**src/rtl/alu_pkg.sv**
```systemverilog
// -----------------------------------------------------------------------------
// alu_pkg -- shared definitions for the slice-serial ALU (sliced_alu).
//
// Contents:
//   ALU_* op-code constants (3-bit op field of sliced_alu / alu_slice)
//   state_e  : control state of sliced_alu (S_IDLE, S_RUN, S_DONE)
//   helpers  : op-class predicates used by the top level
// -----------------------------------------------------------------------------
package alu_pkg;

  localparam logic [2:0] ALU_AND = 3'b000;
  localparam logic [2:0] ALU_OR  = 3'b001;
  localparam logic [2:0] ALU_ADD = 3'b010;
  localparam logic [2:0] ALU_SUB = 3'b110;
  localparam logic [2:0] ALU_SLT = 3'b111;
  // Only decoded when SLICED_ALU_NOR_EN is defined; otherwise unsupported.
  localparam logic [2:0] ALU_NOR = 3'b100;

  typedef enum logic [1:0] {
    S_IDLE = 2'd0,
    S_RUN  = 2'd1,
    S_DONE = 2'd2
  } state_e;

  // Ops whose signed overflow is reported.
  function automatic logic is_add_sub(input logic [2:0] op);
    return (op == ALU_ADD) || (op == ALU_SUB);
  endfunction

  // Ops whose signed-less-than flag is meaningful.
  function automatic logic is_sub_slt(input logic [2:0] op);
    return (op == ALU_SUB) || (op == ALU_SLT);
  endfunction

endpackage

```
**src/rtl/alu_slice.sv**
```systemverilog
// -----------------------------------------------------------------------------
// alu_slice -- combinational SLICE-bit ALU slice, time-multiplexed by sliced_alu.
//
// Optional feature: SLICED_ALU_NOR_EN enables op 100 = NOR.
//
// Ports:
//   a, b          in   SLICE  operand slices
//   cin           in   1      carry into bit 0 of this slice
//   op            in   3      ALU op code (see alu_pkg)
//   result        out  SLICE  slice result (0 for unsupported ops)
//   cout          out  1      carry out of the slice MSB
//   msb_carry_in  out  1      carry into the slice MSB (for overflow detection)
// -----------------------------------------------------------------------------
module alu_slice
  import alu_pkg::*;
#(
  parameter int SLICE = 16
) (
  input  logic [SLICE-1:0] a,
  input  logic [SLICE-1:0] b,
  input  logic             cin,
  input  logic [2:0]       op,
  output logic [SLICE-1:0] result,
  output logic             cout,
  output logic             msb_carry_in
);

  logic [SLICE-1:0] b_eff;
  logic [SLICE:0]   sum;

  // op[2] selects subtraction: B is inverted here and the +1 arrives through
  // the carry chain, which the top seeds with op[2].
  assign b_eff        = op[2] ? ~b : b;
  assign sum          = {1'b0, a} + {1'b0, b_eff} + {{SLICE{1'b0}}, cin};
  assign cout         = sum[SLICE];
  assign msb_carry_in = a[SLICE-1] ^ b_eff[SLICE-1] ^ sum[SLICE-1];

  always_comb begin
    result = '0;
    case (op)
      ALU_AND: result = a & b;
      ALU_OR:  result = a | b;
      ALU_ADD,
      ALU_SUB,
      ALU_SLT: result = sum[SLICE-1:0];
`ifdef SLICED_ALU_NOR_EN
      ALU_NOR: result = ~(a | b);
`endif
      default: result = '0;
    endcase
  end

endmodule

```
**src/rtl/sliced_alu.sv**
```systemverilog
// -----------------------------------------------------------------------------
// sliced_alu -- multi-cycle ALU processing one SLICE-bit slice per clock.
//
// Optional feature: SLICED_ALU_NOR_EN enables op 100 = NOR (see alu_slice).
//
// Parameters: WIDTH (multiple of SLICE), SLICE. NSLICE = WIDTH/SLICE RUN cycles.
//
// Ports:
//   clk, reset_n          rising-edge clock, synchronous active-low reset
//   a, b, op, in_valid    operands / op, captured when in_valid & in_ready
//   in_ready              high only in IDLE
//   result, set, zero,    registered outputs, valid while out_valid
//   overflow
//   out_valid, out_ready  output handshake; result held until out_ready
//
// Timing: accept at cycle 0, out_valid at cycle NSLICE+1, one op every
// NSLICE+2 cycles with out_ready tied high (no IDLE bypass).
// -----------------------------------------------------------------------------
module sliced_alu
  import alu_pkg::*;
#(
  parameter int WIDTH = 32,
  parameter int SLICE = 16
) (
  input  logic             clk,
  input  logic             reset_n,
  input  logic [WIDTH-1:0] a,
  input  logic [WIDTH-1:0] b,
  input  logic [2:0]       op,
  input  logic             in_valid,
  output logic             in_ready,
  output logic [WIDTH-1:0] result,
  output logic             set,
  output logic             zero,
  output logic             overflow,
  output logic             out_valid,
  input  logic             out_ready
);

  localparam int NSLICE = WIDTH / SLICE;
  localparam int IDXW   = (NSLICE > 1) ? $clog2(NSLICE) : 1;

  state_e           state_q,    state_d;
  logic [WIDTH-1:0] a_q,        a_d;
  logic [WIDTH-1:0] b_q,        b_d;
  logic [2:0]       op_q,       op_d;
  logic [IDXW-1:0]  idx_q,      idx_d;
  logic             carry_q,    carry_d;
  logic [WIDTH-1:0] result_q,   result_d;
  logic             set_q,      set_d;
  logic             overflow_q, overflow_d;

  logic [SLICE-1:0] slice_res;
  logic             slice_cout;
  logic             slice_msb_cin;
  logic             last_slice;
  logic             ovf_raw;

  // The single slice walks across the registered operands, one slice per cycle.
  alu_slice #(.SLICE(SLICE)) u_slice (
    .a            (a_q[idx_q*SLICE +: SLICE]),
    .b            (b_q[idx_q*SLICE +: SLICE]),
    .cin          (carry_q),
    .op           (op_q),
    .result       (slice_res),
    .cout         (slice_cout),
    .msb_carry_in (slice_msb_cin)
  );

  assign last_slice = (idx_q == IDXW'(NSLICE - 1));
  assign ovf_raw    = slice_msb_cin ^ slice_cout;

  always_comb begin
    // NOTE: every variable gets a default before the case so no path leaves
    // it unassigned; that is what keeps this block free of inferred latches.
    state_d    = state_q;
    a_d        = a_q;
    b_d        = b_q;
    op_d       = op_q;
    idx_d      = idx_q;
    carry_d    = carry_q;
    result_d   = result_q;
    set_d      = set_q;
    overflow_d = overflow_q;

    case (state_q)
      S_IDLE: begin
        if (in_valid) begin
          a_d     = a;
          b_d     = b;
          op_d    = op;
          idx_d   = '0;
          carry_d = op[2];  // +1 of the two's-complement negate for SUB/SLT
          state_d = S_RUN;
        end
      end

      S_RUN: begin
        result_d[idx_q*SLICE +: SLICE] = slice_res;
        carry_d                        = slice_cout;
        if (last_slice) begin
          set_d      = is_sub_slt(op_q) ? (slice_res[SLICE-1] ^ ovf_raw) : 1'b0;
          overflow_d = is_add_sub(op_q) ? ovf_raw : 1'b0;
          // SLT replaces the difference so the flag is stable from the first
          // out_valid cycle.
          if (op_q == ALU_SLT) begin
            result_d = {{(WIDTH-1){1'b0}}, set_d};
          end
          state_d = S_DONE;
        end else begin
          idx_d = idx_q + 1'b1;
        end
      end

      S_DONE: begin
        if (out_ready) begin
          state_d = S_IDLE;
        end
      end

      default: state_d = S_IDLE;
    endcase
  end

  // NOTE: state updates use non-blocking assignments so every flop samples
  // the pre-edge values and simulation order cannot change the result.
  always_ff @(posedge clk) begin
    if (!reset_n) begin
      // NOTE: the operand/op registers are deliberately left unreset; they are
      // always loaded on accept before being read, so reset only clears
      // control state and the visible outputs.
      state_q    <= S_IDLE;
      idx_q      <= '0;
      carry_q    <= 1'b0;
      result_q   <= '0;
      set_q      <= 1'b0;
      overflow_q <= 1'b0;
    end else begin
      state_q    <= state_d;
      idx_q      <= idx_d;
      carry_q    <= carry_d;
      result_q   <= result_d;
      set_q      <= set_d;
      overflow_q <= overflow_d;
    end
  end

  always_ff @(posedge clk) begin
    a_q  <= a_d;
    b_q  <= b_d;
    op_q <= op_d;
  end

  assign in_ready  = (state_q == S_IDLE);
  assign out_valid = (state_q == S_DONE);
  assign result    = result_q;
  assign set       = set_q;
  assign overflow  = overflow_q;
  // Qualified by DONE so the flag reads 0 out of reset and between results.
  assign zero      = (state_q == S_DONE) && (result_q == '0);

endmodule

```
**config.mk**
```make
export PLATFORM = sky130hd
export DESIGN_NAME = sliced_alu
export DESIGN_NICKNAME = d
export VERILOG_FILES = /design/src/rtl/alu_pkg.sv /design/src/rtl/alu_slice.sv /design/src/rtl/sliced_alu.sv
export SDC_FILE = /design/constraint.sdc
export NUM_CORES = 1
export LEC_CHECK = 0
export ABC_CLOCK_PERIOD_IN_PS = 5110
export BUFFER_PORTS_ARGS = -buffer_cell sky130_fd_sc_hd__buf_2
export CORE_UTILIZATION = 40
export CTS_CLUSTER_SIZE = 25
export DETAILED_ROUTE_END_ITERATION = 12
export PLACE_DENSITY = 0.66
export SYNTH_ARGS = -nofsm -noshare
export SYNTH_HDL_FRONTEND = slang
export SYNTH_SLANG_ARGS = --single-unit
```
**constraint.sdc**
```tcl
create_clock -name clk -period 5.11 [get_ports clk]
set_clock_uncertainty 0.2 [all_clocks]
set_input_delay 1.022 -clock clk [delete_from_list [all_inputs] [get_ports clk]]
set_output_delay 1.022 -clock clk [all_outputs]
set_load 0.005 [all_outputs]
```
[After elaboration in Yosys (flattened, before gate mapping)]
Index checks and enable logic that the tools add are counted.
Storage, ports and cells
  register bits after elaboration: 105
  input bits: 71
  output and inout bits: 37
  logic and storage cells: 61
Operators by class
  add/subtract/negate cells: 4
  equal/unequal tests: 9
  shift-type cells: 4
  mux-type cells: 16
  bitwise logic cells: 7
  reductions and logical operators: 12
Operators by type and width (count)
  $mux W32: 2
  $shiftx A32 B6 Y16: 2
  $pmux W16 S3: 1
  $neg A5 Y34: 1
  $shift A16 B34 Y32 const A: 1
  $shiftx A16 B34 Y32: 1
  $bwmux W32: 1
  $logic_not A32 Y1: 1
  $add A16 B16 Y17: 1
  $add A17 B1 Y17: 1
  $and A16 B16 Y16: 1
  $mux W16: 1
  $not A16 Y16: 1
  $or A16 B16 Y16: 1
  $eq A3 B3 Y1 const B: 2
  $mux W2: 3
  $pmux W2 S3: 1
  $reduce_and A2 Y1: 3
  $mux W1: 5
  $ne A2 B2 Y1 const B: 2
  $pmux W1 S2: 2
  $xor A1 B1 Y1: 4
  $eq A3 B1 Y1 const B: 1
  $eq A3 B2 Y1 const B: 1
  other kinds (11): 12

[Depth between registers and ports, before layout]
Gate-level depths: netlist of run 1.
  word-level depth: 11
  gate-level depth with buffers: 14
  mapped depth without buffers: 12

[By module]
A second synthesis of run 1 with hierarchy kept.
Second synthesis, totals
  cells, all modules: 481
  area total of the unflattened synthesis: 5257.5 µm²
Modules (own cells, without submodules)
  sliced_alu: times used 1, cells an instance 291, area each 3903.7 µm², seq. area each 2772.7 µm²
  alu_slice: times used 1, cells an instance 190, area each 1353.8 µm², seq. area each 0.0 µm²

[Worst setup path before layout of run 1]
No wires, ideal clock.
  path kind: input-to-reg
  from: input port in_valid
  to: register carry_q
  library setup time: 0.093 ns
  arrival: 4.406 ns
  data required time: 4.817 ns
  path slack: 0.411 ns
  stages on the path: 4
  path buffers: 0
  cell sequence: nand2b_1 nor2_1 nand2_1 a311oi_1
Between the ends
  longest elaborated chain between the ends: 2
RTL lines
  start, declared: line sliced_alu.sv:30  | input logic in_valid,
  $ne A2 B2 Y1 (no source line)
  $reduce_and A2 Y1 (no source line)
  end signal, assigned: line sliced_alu.sv:141  | carry_q <= carry_d;
  end, declared: line sliced_alu.sv:48  | logic carry_q, carry_d;
No other way between the ends.
A chain may end at the register's enable or synchronous reset.

[Worst setup path in the final report of run 1]
  from: register idx_q
  to: register result_q[0], in the netlist result[0]
Between the ends
  longest elaborated chain between the ends: 11
  elaborated cells between the ends (all ways): 20
  those cells by class: add/sub (3); shift (4); mux (6); bitwise (7)
RTL lines
  start, declared: line sliced_alu.sv:47  | logic [IDXW-1:0] idx_q, idx_d;
  start signal, assigned: line sliced_alu.sv:140  | idx_q <= idx_d;
  parallel branches: the longest is 10 deep, another holds $add A16 B16 Y17
  $mux W32 *: line sliced_alu.sv:101  | if (last_slice) begin
  end signal, assigned: line sliced_alu.sv:142  | result_q <= result_d;
  end, declared: line sliced_alu.sv:49  | logic [WIDTH-1:0] result_q, result_d;
Mark *: on every way between the ends.

==> flow_summary.json, run 1 <==
{
  "max_cap_viol_count": 0,
  "initial_utilization": 0.409,
  "synth_top_cell_by_area": "edfxtp_1",
  "die_area_mm2": 0.0134,
  "post_synth_xor_area_fraction": 0.0458,
  "timing.hold.worst_path_depth": 2,
  "drt_first_pass_iters": 5,
  "timing_worst_setup_path_type": "reg2reg",
  "timing.final.max_slew_violations": 0,
  "yosys-mux-area-fraction": 0.0676,
  "synth-adder-area-share": 0.0518,
  "critical_path_peak_fanout": 28,
  "nNetsFinal": 654,
  "num_rows": 41,
  "largest_family_of_logic_cells_by_synthesized_area": "compound AO/OA/AOI/OAI gates",
  "worstSetupStartpoint": "idx_q",
  "post_layout_nonfiller_instances": 743,
  "top_area_cell_type_share_of_the_netlist_area": 0.389,
  "metal1_wirelength_mm": 5.71,
  "cp.arrival_ns": 4.01,
  "port_buffers": 107,
  "core_area_mm2": 0.0126,
  "avgViaCountPerCell": 5.34,
  "place.gp.congestion": 0.882,
  "vias_in_the_first_global_route": 3805,
  "max_slew.worst_pin.slew_ns": 1.03,
  "synth-seq-area-share": 0.537,
  "net_load_switching_power_mw": 0.663,
  "cts.repair_timing.setup_buffer_count": 0,
  "syn_area_mm2": 0.00517,
  "grt_overflow": 0,
  "max-vdd-ir-drop_mv": 0.317,
  "setup_viol": 0,
  "cts_repair_resize_count": 0,
  "yosys-top-cells-area": "edfxtp_1, dfxtp_1, nor2_1",
  "clock_sink_count": 105,
  "postSynthAreaPerCell_um2": 11.1,
  "detailedPlacementHpwl_mm": 9.05,
  "unique_masters_post_synth": 53,
  "critical_path.endpoint_type": "flop",
  "worst_slack_ns": 1.18,
  "clk_latency_worst_skew_pair_ns": 0.35,
  "post_route_cells_drive_above_1_share": 0.268,
  "p_leak_nw": 2.40,
  "power-per-cell-area_mw_per_mm2": 368,
  "synth_compound_area_frac": 0.159,
  "combPwrFrac": 0.246,
  "clock_path_buffers": 2,
  "grt_max_degree": 34,
  "pwr-share-seq": 0.439,
  "cp.required_ns": 5.18,
  "finalHoldViolCount": 0,
  "grt_use_total": 0.192,
  "yosys.cell_count.top_type": "edfxtp_1",
  "synth_top_cells_by_count": "edfxtp_1, nor2_1, dfxtp_1",
  "yosys_warnings": 0,
  "detail_route.wirelength_mm": 12.2,
  "power_switching_share": 0.291,
  "iteration_0_drc_markers": 294,
  "area.growth.synth_to_final_pct": 19.7,
  "internal-power_mw": 1.61,
  "worst_reg2reg_path_depth": 13,
  "placed_cells": 727,
  "slew_headroom": 0.310,
  "timing.hold.worst.class": "reg2reg",
  "number_of_antenna_repair_diodes": 0,
  "clock-root-buffer": "clkbuf_16",
  "drt_drc_violations_left": 0,
  "routed-wl-met2_mm": 5.59,
  "r2r-start": "idx_q",
  "cts.reportedPaths.clkPinSlew_ns": 0.07,
  "post-layout-total-power_mw": 2.28,
  "route.top_layer_used": "met4",
  "max_freq_mhz": 254,
  "async_reset_ff_frac": 0,
  "synth.ff_latch_count": 105,
  "clock_power_share": 0.315,
  "hold_path.startpoint": "result[8]",
  "first_pass_grt_wire_length_mm": 19.1,
  "ioPinCount": 108,
  "synthSimpleGateAreaFrac": 0.115,
  "cts_htree_levels": 3,
  "synthesis.nets": 554,
  "syn_inst": 466,
  "setup.worst_path.start_class": "flop",
  "die_height_um": 116,
  "final.period_utilization": 0.770,
  "antenna_violations_before_repair": 0,
  "via_count": 3964,
  "fill_cells": 1170,
  "chipWidth_um": 116,
  "multi_input_area_mm2": 0.00227,
  "seq_area_mm2": 0.00277,
  "rsz_0062_raised_after_global_routing": "no",
  "outcome": "finished, final reports clean",
  "post_cts_hold_buffer_count": 0,
  "cts_inserted_buffers": 9,
  "dpl_worst_slack_ns": 1.16,
  "synth_enable_flop_cells": 67,
  "number_of_nets_with_antenna_violations_after_routing": 0,
  "dr_wl_cell_um": 16.4,
  "tritoncts": "done",
  "route.met3.wl_um": 677,
  "synth_top_flop_cell": "edfxtp_1",
  "final.min_clock_period_ns": 3.93,
  "setup_tns_ns": 0
}
==> power by group through the flow <==
stage,registers (mW),logic (mW),clock network (mW)
after detailed placement,1.02,0.552,0
after global placement,1.02,0.541,0
after global routing,1.01,0.614,0.770
after floorplan,1.00,0.414,0
final,1.00,0.560,0.717
after CTS,1.00,0.556,0.733
==> area by class of cell <==
class                      count  share of cell area
clock buffer                  11              0.0411
clock inverter                 5             0.00971
inverter                       9             0.00546
multi-input combinational    329               0.368
sequential                   105               0.449
tap                          172              0.0348
timing repair buffer         112              0.0927
==> final timing paths <==
| path | to | slack (ns) |
|---|---|---|
| min reg2reg | result[8] | 0.29 |
| max | result[0] | 1.18 |
| min | result[8] | 0.29 |
| max reg2reg | result[0] | 1.18 |
==> routing by layer <==
| layer | GRT usage | up-vias |
|---|---|---|
| met5 | 0 | - |
| met4 | 0.0632 | 0 |
| met3 | 0.0507 | 15 |
| met2 | 0.312 | 146 |
| met1 | 0.248 | 1871 |
| li1 | - | 1932 |
==> per-stage QoR <==
stage               hold slack [ns]  utilization  area (um^2)
floorplan                     0.248            -         5170
global route                  0.311        0.490         6180
global placement              0.275        0.465         5870
detailed placement            0.274        0.465         5870
CTS                           0.283        0.490         6180
finish                        0.285        0.490         6180
==> logic make-up (layout without fill, tap and decap cells) <==
group / after synthesis / count (layout)
simple gates: 126 / 126
compound gates: 122 / 122
flops: 105 / 105
mux: 33 / 33
buf+inv: 32 / 137
xor+xnor: 27 / 27
fa+ha+maj: 21 / 21
==> critical path, stage by stage (launching register included) <==
cell and delay, ns:
dfxtp_2 0.56, buf_4 0.43, mux2i_1 0.33, xnor2_1 0.18
inv_1 0.09, fa_1 0.52, nor2b_4 0.18, o31ai_4 0.08
a211oi_2 0.29, o41ai_4 0.14, o21ai_2 0.19, xor2_1 0.14
or4_1 0.42, o211ai_1 0.09
==> state kept, by name (all words and copies together), names as in the netlist, 2 cells and up <==
| name | cells |
|---|---|
| a_q | 32 |
| state_q | 2 |
| result | 32 |
| b_q | 32 |
| op_q | 3 |
==> layout by cell type, fill, tap and decap left out, types with 5 or more instances in the layout <==
cell type	Yosys	routed
a21boi_0	7	7
a21oi_1	30	30
a22oi_1	19	19
buf_2	5	107
buf_4	0	5
clkbuf_16	0	10
dfxtp_1	38	37
edfxtp_1	67	67
ha_1	15	15
inv_1	9	9
mux2_2	15	15
mux2i_1	18	18
nand2_1	31	31
nand2b_1	5	5
nand3_1	9	9
nor2_1	51	50
nor3_1	5	5
nor4_1	8	8
o21ai_0	24	24
o22ai_1	8	8
xnor2_1	21	21
xor2_1	6	6
(Power assumes the default switching activity.)
==> inputs of run 2 (changes only) <==
Settings changed: ABC_CLOCK_PERIOD_IN_PS 5110 to 3650.
Clock period 5.11 ns to 3.65 ns, I/O delays scaled along.
==> flow_summary.json, run 2 (synthesis results as in run 1) <==
{
  "outcome": "finished, final reports clean",
  "post-route-cell-area_mm2": 0.00629,
  "slew_headroom": 0.353,
  "crit_path_max_incr_delay_ns": 0.46,
  "post-layout-total-power_mw": 3.20,
  "post_cts_hold_buffer_count": 0,
  "post_route_cells_drive_above_1_share": 0.286,
  "finalHoldViolCount": 0,
  "timing.final.max_slew_violations": 0,
  "iteration_0_drc_markers": 260,
  "clock_sink_count": 105,
  "cp.required_ns": 3.72,
  "cp.arrival_ns": 3.56,
  "worst-path-buf-inv": 0,
  "cts_inserted_buffers": 9,
  "dpl_worst_slack_ns": 0.0801,
  "utilization": 0.498,
  "area.growth.synth_to_final_pct": 21.7,
  "drt_drc_violations_left": 0,
  "core_area_mm2": 0.0126,
  "grt_use_total": 0.193,
  "timing_worst_setup_path_type": "reg2reg",
  "cts.reportedPaths.clkPinSlew_ns": 0.07,
  "setup_viol": 0,
  "power_switching_share": 0.290,
  "layout.cells.most_common_list": "buf_2, edfxtp_1, nor2_1",
  "chipWidth_um": 116,
  "first_pass_grt_wire_length_mm": 19.2,
  "place.gp.congestion": 0.873,
  "cts_htree_levels": 3,
  "clock_power_share": 0.310,
  "num_rows": 41,
  "tritoncts": "done",
  "clock-root-buffer": "clkbuf_16",
  "final.period_utilization": 0.956,
  "max_cap_viol_count": 0,
  "clock_path_buffers": 2,
  "final.min_clock_period_ns": 3.49,
  "number_of_antenna_repair_diodes": 0,
  "max_freq_mhz": 287,
  "critical_path.endpoint_type": "flop",
  "grt_max_degree": 70,
  "p_leak_nw": 2.45,
  "avgViaCountPerCell": 5.34,
  "setup.worst_path.start_class": "flop",
  "detailedPlacementHpwl_mm": 8.82,
  "clk_latency_worst_skew_pair_ns": 0.35,
  "initial_utilization": 0.409,
  "internal-power_mw": 2.27,
  "multi_input_area_mm2": 0.00232,
  "cell_family_contributing_the_most_delay_on_the_critical_path": "adder cells",
  "seq_area_mm2": 0.00277,
  "rsz_0062_raised_after_global_routing": "yes",
  "net_load_switching_power_mw": 0.929,
  "fill_cells": 1175,
  "ioPinCount": 108,
  "antenna_violations_before_repair": 0,
  "drt_first_pass_iters": 4,
  "port_buffers": 107,
  "critical_path_peak_fanout": 5,
  "vias_in_the_first_global_route": 3862,
  "most_frequent_standard_cell_in_the_layout_excluding_fill_and_tap_cells": "buf_2",
  "die_area_mm2": 0.0134,
  "detail_route.wirelength_mm": 12.1,
  "postPlaceCellArea_mm2": 0.00593,
  "max_slew.worst_pin.slew_ns": 0.970,
  "worst_path_max_delay_cell": "fa_1",
  "worst_slack_ns": 0.161,
  "max-vdd-ir-drop_mv": 0.327,
  "dr_wl_cell_um": 16.2,
  "timing.hold.worst.class": "reg2reg",
  "power-per-cell-area_mw_per_mm2": 509,
  "via_count": 3983,
  "grt_overflow": 0,
  "timing.critical_path.cells": "mux2i_2 -> xor2_1 -> fa_1 -> fa_2 -> nor2b_4 -> o31ai_4 -> a211oi_2 -> o41ai_4 -> o21ai_2 -> xor2_2 -> or4_1 -> o211ai_1",
  "pwr-share-seq": 0.433,
  "setup_tns_ns": 0,
  "die_height_um": 116,
  "nNetsFinal": 657,
  "combPwrFrac": 0.256,
  "number_of_nets_with_antenna_violations_after_routing": 0
}
[run 2: changes by cell type in the layout (fill, tap and decap cells not counted), sizes merged]
cell	change
buf	+3
bufinv	+1
inv	-1
[run 2: what timing repair did]
item / in CTS / in global routing
endpoints found under the setup margin: 0 / 8
buffers inserted: 0 / 0
resized for setup: 0 / 9
[run 2: area by class of cell]
class | instances | share of cell area
Inverter | 9 | 0.00537
Clock buffer | 11 | 0.0404
Clock inverter | 5 | 0.00896
Multi-Input combinational cell | 329 | 0.369
Timing Repair Buffer | 115 | 0.101
Tap cell | 172 | 0.0342
Sequential cell | 105 | 0.441
[run 2: per-layer routing]
layer / GRT usage / part of all wire / vias to the layer above
met5: 0 / 0 / -
met4: 0.0795 / 0.017 / 0
met3: 0.0361 / 0.044 / 14
met2: 0.307 / 0.46 / 127
met1: 0.259 / 0.48 / 1912
li1: - / - / 1930
[run 2: final timing paths]
| kind | endpoint | cells past startpoint | slack, ns | startpoint |
|---|---|---|---|---|
| worst max-delay path | result[0] | 12 | 0.16 | idx_q |
| worst min-delay path | result[8] | 2 | 0.29 | result[8] |
| worst max register to register | result[0] | 12 | 0.16 | idx_q |
| worst min register to register | result[8] | 2 | 0.29 | result[8] |
[run 2: worst reg2reg max path: stages (launching register included)]
cell and delay, ns:
dfxtp_2 0.37, mux2i_2 0.27, xor2_1 0.12, fa_1 0.46, fa_2 0.42, nor2b_4 0.16, o31ai_4 0.08, a211oi_2 0.35
o41ai_4 0.14, o21ai_2 0.21, xor2_2 0.12, or4_1 0.41, o211ai_1 0.10
[run 2: through the flow]
step	instances	hold slack, ns
5_1_grt	746	0.327
2_1_floorplan	466	0.248
6_report	746	0.288
3_3_place_gp	730	0.274
3_5_place_dp	730	0.280
4_1_cts	746	0.289
[run 2: power by group through the flow]
| stage | Clock (mW) | Combinational (mW) | Sequential, mW |
|---|---|---|---|
| CTS | 1.02 | 0.804 | 1.39 |
| detailed placement | 0 | 0.798 | 1.41 |
| floorplan | 0 | 0.580 | 1.40 |
| global route | 1.06 | 0.912 | 1.39 |
| finish | 0.994 | 0.821 | 1.39 |
| global placement | 0 | 0.789 | 1.41 |
